$ cat config.mk
export PLATFORM = sky130hd
export DESIGN_NAME = input_sync_debounce
export DESIGN_NICKNAME = d
export VERILOG_FILES = /design/src/rtl/input_sync_debounce.sv
export SDC_FILE = /design/constraint.sdc
export NUM_CORES = 1
export LEC_CHECK = 0
export CAP_MARGIN = 20
export CORE_UTILIZATION = 40
export DETAILED_ROUTE_END_ITERATION = 12
export GPL_ROUTABILITY_DRIVEN = 0
export PLACE_DENSITY = 0.61
export SLEW_MARGIN = 20
export SYNTH_ARGS = -nofsm -noshare
export SYNTH_HDL_FRONTEND = slang
export SYNTH_SLANG_ARGS = --single-unit
$ cat constraint.sdc
create_clock -name clk -period 1.5 [get_ports clk]
set_input_delay 0.3 -clock clk [delete_from_list [all_inputs] [get_ports clk]]
set_output_delay 0.3 -clock clk [all_outputs]
set_load 0.03 [all_outputs]
$ cat src/rtl/input_sync_debounce.sv
// rtl/input_sync_debounce.sv - synchronizer plus stability-qualified debounce for one async input
module input_sync_debounce #(
    parameter int   SYNC_STAGES     = 2,
    parameter int   DEBOUNCE_CYCLES = 4,
    parameter int   CNT_W           = 8,
    parameter logic INIT_LEVEL      = 1'b0
) (
    input  logic clk,
    input  logic reset,
    input  logic i_Data,
    output logic o_Data,
    output logic o_Busy
);

    typedef enum logic [1:0] {
        ST_STABLE = 2'd0,
        ST_CHECK  = 2'd1
    } state_t;

    localparam logic [CNT_W-1:0] CNT_LAST = CNT_W'(DEBOUNCE_CYCLES - 1);

    logic [SYNC_STAGES-1:0] sync_q;
    logic                   sync;
    state_t                 state;
    logic [CNT_W-1:0]       cnt;

    always_ff @(posedge clk or posedge reset) begin
        if (reset) begin
            sync_q <= {SYNC_STAGES{INIT_LEVEL}};
        end else begin
            sync_q <= {sync_q[SYNC_STAGES-2:0], i_Data};
        end
    end

    assign sync = sync_q[SYNC_STAGES-1];

    // A single-cycle qualification skips CHECK entirely and toggles straight from STABLE.
    always_ff @(posedge clk or posedge reset) begin
        if (reset) begin
            state  <= ST_STABLE;
            cnt    <= '0;
            o_Data <= INIT_LEVEL;
            o_Busy <= 1'b0;
        end else begin
            case (state)
                ST_STABLE: begin
                    cnt    <= '0;
                    o_Busy <= 1'b0;
                    if (sync != o_Data) begin
                        if (DEBOUNCE_CYCLES == 1) begin
                            o_Data <= ~o_Data;
                        end else begin
                            state  <= ST_CHECK;
                            cnt    <= CNT_W'(1);
                            o_Busy <= 1'b1;
                        end
                    end
                end
                ST_CHECK: begin
                    if (sync == o_Data) begin
                        state  <= ST_STABLE;
                        cnt    <= '0;
                        o_Busy <= 1'b0;
                    end else if (cnt == CNT_LAST) begin
                        state  <= ST_STABLE;
                        cnt    <= '0;
                        o_Busy <= 1'b0;
                        o_Data <= ~o_Data;
                    end else begin
                        cnt <= cnt + CNT_W'(1);
                    end
                end
                default: begin
                    state  <= ST_STABLE;
                    cnt    <= '0;
                    o_Busy <= 1'b0;
                end
            endcase
        end
    end

endmodule

==> results of run 1 <==
cells in the mapped netlist:
cell / count
or4b_4: 1
nand2_1: 3
o31ai_1: 1
a21oi_1: 6
and3_1: 1
o21ai_1: 1
nand4_1: 2
o21ai_0: 3
nor2_1: 4
nand3_1: 4
o22ai_1: 1
or3_1: 4
xor2_1: 3
nand2b_1: 1
dfrtp_1: 13
mux2_2: 1
inv_1: 2
or2b_1: 1
and2b_2: 1
o211ai_2: 1
xnor2_1: 1
nor3_1: 1
ha_1: 1
logic make-up after synthesis:
logic type | after synthesis | synth area share (%)
and+or+nand+nor | 23 | 21.9
AOI/OAI and AO/OA | 13 | 12.7
DFF | 13 | 54.3
xor gates and xnor gates | 4 | 5.85
buffers and inverters | 2 | 1.25
muxes | 1 | 1.88
adders and majority gates | 1 | 2.09
what timing repair did:
action	in CTS	in global routing
gates resized for setup	2	1
setup endpoints to repair	2	4
setup buffers	0	1
cell usage in the layout (no fill, tap or decap), types with 2 or more instances in the layout:
master / n
nand2_1: 3
dfrtp_1: 13
a21oi_1: 6
o21ai_0: 3
clkbuf_4: 3
nand4_1: 2
inv_1: 2
or3_1: 4
nand3_1: 4
xor2_1: 3
dlygate4sd2_1: 2
buf_4: 5
nor2_1: 4
clkdlybuf4s50_1: 2
final cells by class:
class | count | area [sq um]
fill | 125 | 622
sequential | 13 | 325
multi-input combinational | 42 | 275
timing repair buffer | 9 | 75.1
inverter | 2 | 7.51
clock buffer | 4 | 26.3
tap | 15 | 18.8
flip-flops by register name, summed over array words and instances (netlist names):
signal / flops
cnt: 8
o_Busy: 1
o_Data: 1
state: 1
sync_q: 2
worst reg2reg max path: cells and delay by family (launching register included):
family / cells / cell delay [ns]
simple gates: 1 / 0.50
flops: 1 / 0.37
compound gates: 2 / 0.27
fa+ha+maj: 1 / 0.20
report_power, final:
group	internal (mW)	switching, mW	total (mW)
Combinational	0.175	0.218	0.393
Sequential	0.419	0.0716	0.491
Clock	0.103	0.109	0.212
Total	0.697	0.399	1.10
through the flow:
| step | utilization [%] | instances | TNS (ns) | cell area (sq um) |
|---|---|---|---|---|
| after floorplan | - | 57 | 0 | 599 |
| after global placement | 51.0 | 80 | 0 | 688 |
| after detailed placement | 51.0 | 80 | 0 | 688 |
| after CTS | 52.7 | 84 | 0 | 712 |
| after global routing | 53.9 | 85 | -0.0140 | 728 |
| final | 53.9 | 85 | 0 | 728 |
path summary, 6_finish.rpt:
path / endpoint / slack [ns] / cells past startpoint
min: sync_q[0]$_DFF_PP0_ / 0.36 / 2
min in group clk: sync_q[1]$_DFF_PP0_ / 0.36 / 0
min reg2reg: sync_q[1]$_DFF_PP0_ / 0.36 / 0
max: cnt[5]$_DFF_PP0_ / 0.05 / 4
max in group asynchronous: cnt[7]$_DFF_PP0_ / 0.79 / 2
max reg2reg: cnt[5]$_DFF_PP0_ / 0.05 / 4
routing by layer:
metal	up-vias	track usage, %
met2	13	25.0
met5	-	0
met1	232	26.4
li1	235	-
met3	4	3.26
met4	0	12.5
==> summary.md, run 1 <==
| Metric | Value |
|---|---|
| Status | complete, no violations |
| Max Cap Violations | 0 |
| CTS tree | built |
| Slowest CP cell | or4b_4 |
| Initial antenna violation count | 0 |
| HP Class | primary input to asynchronous set/reset pin |
| Vias per inst | 5.69 |
| Worst-path cell chain | ha_1 > or4b_4 > o211ai_4 > a21oi_1 |
| Bufs on Longest Clock Path | 2 |
| Initial core utilization | 44.4% |
| Setup ws final | 0.0531 ns |
| WL/cell | 14.8 um |
| Core Box Area | 0.00135 sq mm |
| Initial DRC count | 22 |
| Layout cell share with drive strength beyond 1 | 17.1% |
| Synth-to-layout area growth | 21.5% |
| FMAX | 691 MHz |
| Maximum VDD drop | 0.000547 V |
| Max Clock Skew | 0.00296 ns |
| Hold_buf cts | 0 |
| Met2 routed WL | 574 um |
| CP required | 1.65 ns |
| Mapped Area | 599 sq um |
| Slew Viols, Final | 0 |
| Area share of the largest cell type after synthesis | 54.3% |
| Period minus WS final | 1.45 ns |
| Post-DRT Antenna Nets | 0 |
| Clk root buf | clkbuf_4 |
| Max incr delay on CP | 0.50 ns |
| DP HPWL | 907 um |
| Yosys cell types | 23 |
| Leakage power | 0.325 nW |
| Final setup vio count | 0 |
| Sequential fraction of the synthesis area | 54.3% |
| Initial DRT Pass Iterations | 4 |
| Hold Slack | 0.358 ns |
| Setup crit start | cnt[1]$_DFF_PP0_ |
| Area leader, netlist | dfrtp_1 |
| Post-synth net total | 61 |
| Place WS | 0.0359 ns |
| Largest net degree at the start of global routing | 14 |
| Number of global-route vias before repair | 421 |
| Die Y | 40.7 um |
| Total CTS buffers | 3 |
| Synth Area per Inst | 10.5 sq um |
| Core Rows | 13 |
| Final hold violation count | 0 |
| CP top delay family | simple AND/OR/NAND/NOR gates |
| First-pass GRT wire length | 1.88 mm |
| Overall power | 1.10 mW |
| Worst slew pin tran | 0.517 ns |
| Full die area | 0.00166 sq mm |
| Area contributors post-synth | dfrtp_1, a21oi_1, xor2_1, or3_1, nand3_1 |
| Worst Path Arrival | 1.60 ns |
| Clk pin slew, worst setup/hold paths | 0.08 ns |
| Critical path peak fanout | 4 |
| Horiz. Die Dim | 40.7 um |
| CTS H-tree lvls | 1 |
| Bufs and invs on worst path | 0 |
| FF-to-FF Start | cnt[1]$_DFF_PP0_ |
| N_diodes | 0 |
| Crit end category | flip-flop |
| M1 WL | 617 um |
| Synth warnings | 0 |
| Uppermost layer routed | met4 |
| Clock Latency Late Sink | 0.27 ns |
| Syn Inst Count | 57 |
| Synth Register Bits | 13 |
| Port-buffer cells | 4 |
| Grt total ovfl | 0 |
| Tcrit/Tclk final | 96.5% |
| # DRC | 0 |
| CP Launch Type | flip-flop |
| Overall Global Routing Usage | 18.5% |
| CTS sink count | 13 |
| DR vias | 484 |
| Layout Nets | 75 |
| Routed met3 length | 35 um |
| Io pins | 5 |
| Slew headroom | 65.5% |
| Power per cell area | 1510 mW/mm^2 |
| Crit path kind | flip-flop to flip-flop |
| Total wire length | 1.26 mm |
Power figures use the tool's default switching activity.
==> inputs of run 2 (changes only) <==
--- a/config.mk
+++ b/config.mk
@@ -9,7 +9,7 @@
 export CORE_UTILIZATION = 40
 export DETAILED_ROUTE_END_ITERATION = 12
 export GPL_ROUTABILITY_DRIVEN = 0
-export PLACE_DENSITY = 0.61
+export PLACE_DENSITY = 0.69
 export SLEW_MARGIN = 20
 export SYNTH_ARGS = -nofsm -noshare
 export SYNTH_HDL_FRONTEND = slang
==> summary.md, run 2 (synthesized netlist as in run 1, its figures left out) <==
| Metric | Value |
|---|---|
| Number of global-route vias before repair | 383 (-9.0%) |
| Power per cell area | 1480 mW/mm^2 (-1.6%) |
| CP Launch Type | flip-flop |
| DR vias | 469 (-3.1%) |
| Full die area | 0.00166 sq mm (unchanged) |
| Port-buffer cells | 4 (unchanged) |
| Initial DRC count | 9 (-59%) |
| Initial antenna violation count | 0 (unchanged) |
| Die Y | 40.7 um (unchanged) |
| Clk pin slew, worst setup/hold paths | 0.07 ns (about the same) |
| Fillers | 120 (-4.0%) |
| Max Clock Skew | 0.00367 ns (+0.000711 ns) |
| Reg2Reg Setup Slack | 0.06 ns (about the same) |
| Setup_tns | 0 ns (unchanged) |
| Overall power | 1.07 mW (-2.4%) |
| Multi-input gate area | 269 sq um (-2.3%) |
| Bufs and invs on worst path | 0 (unchanged) |
| Commonest non-fill, non-tap cell in the layout | dfrtp_1 |
| Core Rows | 13 (unchanged) |
| Hold_buf cts | 0 (unchanged) |
| Reg with most FFs | cnt |
| CTS tree | built |
| CTS H-tree lvls | 1 (unchanged) |
| Io pins | 5 (unchanged) |
| Final setup vio count | 0 (unchanged) |
| Maximum VDD drop | 0.00102 V (+87%) |
| Slew headroom | 67.5% (+2.0 points) |
| Leakage power | 0.324 nW (-0.38%) |
| CTS sink count | 13 (unchanged) |
| Worst Path Arrival | 1.59 ns (about the same) |
| Hold Slack | 0.340 ns (-0.0180 ns) |
| Post-DRT Antenna Nets | 0 (unchanged) |
| Busiest grt layer | met2 |
| Bufs on Longest Clock Path | 2 (unchanged) |
| # DRC | 0 (unchanged) |
| Total CTS buffers | 3 (unchanged) |
| Reg-to-Reg End | cnt[5]$_DFF_PP0_ |
| Met1 usage | 20.3% (-6.1 points) |
| Place WS | 0.0381 ns (+0.00222 ns) |
| Layout cell share with drive strength beyond 1 | 18.6% (+1.4 points) |
| Total wire length | 1.08 mm (-14%) |
| Final hold violation count | 0 (unchanged) |
| Initial core utilization | 44.4% (unchanged) |
| CP required | 1.65 ns (about the same) |
| FMAX | 695 MHz (+0.61%) |
| Initial DRT Pass Iterations | 4 (unchanged) |
| Worst slew pin tran | 0.487 ns (-0.0295 ns) |
| First-pass GRT wire length | 1.62 mm (-14%) |
| Vias per inst | 5.52 (-3.1%) |
| Setup ws final | 0.0619 ns (+0.00880 ns) |
| Max incr delay on CP | 0.47 ns (-0.03 ns) |
| N_diodes | 0 (unchanged) |
| Grt total ovfl | 0 (unchanged) |
| FF-to-FF Start | cnt[1]$_DFF_PP0_ |
| Commonest non-fill, non-tap cells in the layout | dfrtp_1, a21oi_1, buf_4 |
| Largest net degree at the start of global routing | 14 (unchanged) |
| Overall Global Routing Usage | 15.7% (-2.9 points) |
| Worst-path cell chain | ha_2 > or4b_4 > o211ai_2 > a21oi_1 |
| WL/cell | 12.7 um (-14%) |
| Slowest CP cell | or4b_4 |
| Slew Viols, Final | 0 (unchanged) |
| Crit end category | flip-flop |
| DP HPWL | 823 um (-9.2%) |
| Biggest regs | cnt (8), sync_q (2) |
| Register Area | 325 sq um (unchanged) |
| Core Box Area | 0.00135 sq mm (unchanged) |
| Synth-to-layout area growth | 20.5% |
| Layout Nets | 75 (unchanged) |
| Crit path kind | flip-flop to flip-flop |
| Critical path peak fanout | 4 (unchanged) |
| Period minus WS final | 1.44 ns (-0.00880 ns) |
| Max Cap Violations | 0 (unchanged) |
| Max reg flops | 8 (unchanged) |
| GRT met3 Usage | 8.15% (+4.9 points) |
| Status | complete, no violations |
| Clock Latency Late Sink | 0.27 ns (about the same) |
| Horiz. Die Dim | 40.7 um (unchanged) |
| CP top delay family | simple AND/OR/NAND/NOR gates |
| Tcrit/Tclk final | 95.9% (-0.59 points) |
| Met2 Use GR | 22.2% (-2.8 points) |
| Clk root buf | clkbuf_4 |
| Worst Reg-to-Reg Cells | 4 (unchanged) |
| RSZ-0062 raised after global routing | no |
| HP Class | primary input to asynchronous set/reset pin |
-- run 2: cell counts in the layout (fill, tap and decap cells not counted) --
Identical to the previous run, type by type.
-- run 2: per-stage QoR --
| step | utilization (%) | instances | instance area, sq um |
|---|---|---|---|
| finish | 53.5 | 85 | 722 |
| global route | 53.5 | 85 | 722 |
| CTS | 52.7 | 84 | 712 |
| detailed placement | 51.0 | 80 | 688 |
| global placement | 51.0 | 80 | 688 |
| floorplan | - | 57 | 599 |
-- run 2: cell type report --
cell class | count | share of cell area, %
Inverter | 2 | 1.04
Sequential cell | 13 | 45.1
Clock buffer | 4 | 3.64
Timing Repair Buffer | 9 | 10.4
Tap cell | 15 | 2.60
Multi-Input combinational cell | 42 | 37.3
-- run 2: power by group --
part	switching, mW	leakage [nW]	internal, mW
clock network	0.104	0.0150	0.103
logic	0.208	0.140	0.170
registers	0.0653	0.169	0.420
-- run 2: worst register-to-register path: cells and delay by family, from the launching register on --
kind,cells,cell delay [ns]
AND/OR/NAND/NOR,1,0.48
flip-flops,1,0.37
AO/OA/AOI/OAI,2,0.26
adder cells (fa/ha/maj),1,0.21
-- run 2: per-layer routing --
| layer | up-vias | part of all wire [%] |
|---|---|---|
| met2 | 14 | 46 |
| met5 | - | 0 |
| li1 | 232 | - |
| met4 | 0 | 0.92 |
| met1 | 221 | 49 |
| met3 | 2 | 4.4 |
-- run 2: what timing repair did --
item,4_1_cts,5_1_grt
gates resized for setup,2,1
cloned,0,0
setup buffers,0,1
setup endpoints to repair,2,3
-- run 2: worst max path at each step --
stage | start | end | slack (ns) | depth (start not counted)
after floorplan | cnt[0]$_DFF_PP0_ | cnt[5]$_DFF_PP0_ | 0.13 | 4
after global placement | cnt[1]$_DFF_PP0_ | cnt[7]$_DFF_PP0_ | 0.08 | 4
after detailed placement | cnt[1]$_DFF_PP0_ | cnt[7]$_DFF_PP0_ | 0.04 | 4
after CTS | cnt[1]$_DFF_PP0_ | cnt[7]$_DFF_PP0_ | 0.02 | 4
after global routing | cnt[1]$_DFF_PP0_ | cnt[7]$_DFF_PP0_ | 0.04 | 4
final | cnt[1]$_DFF_PP0_ | cnt[5]$_DFF_PP0_ | 0.06 | 4
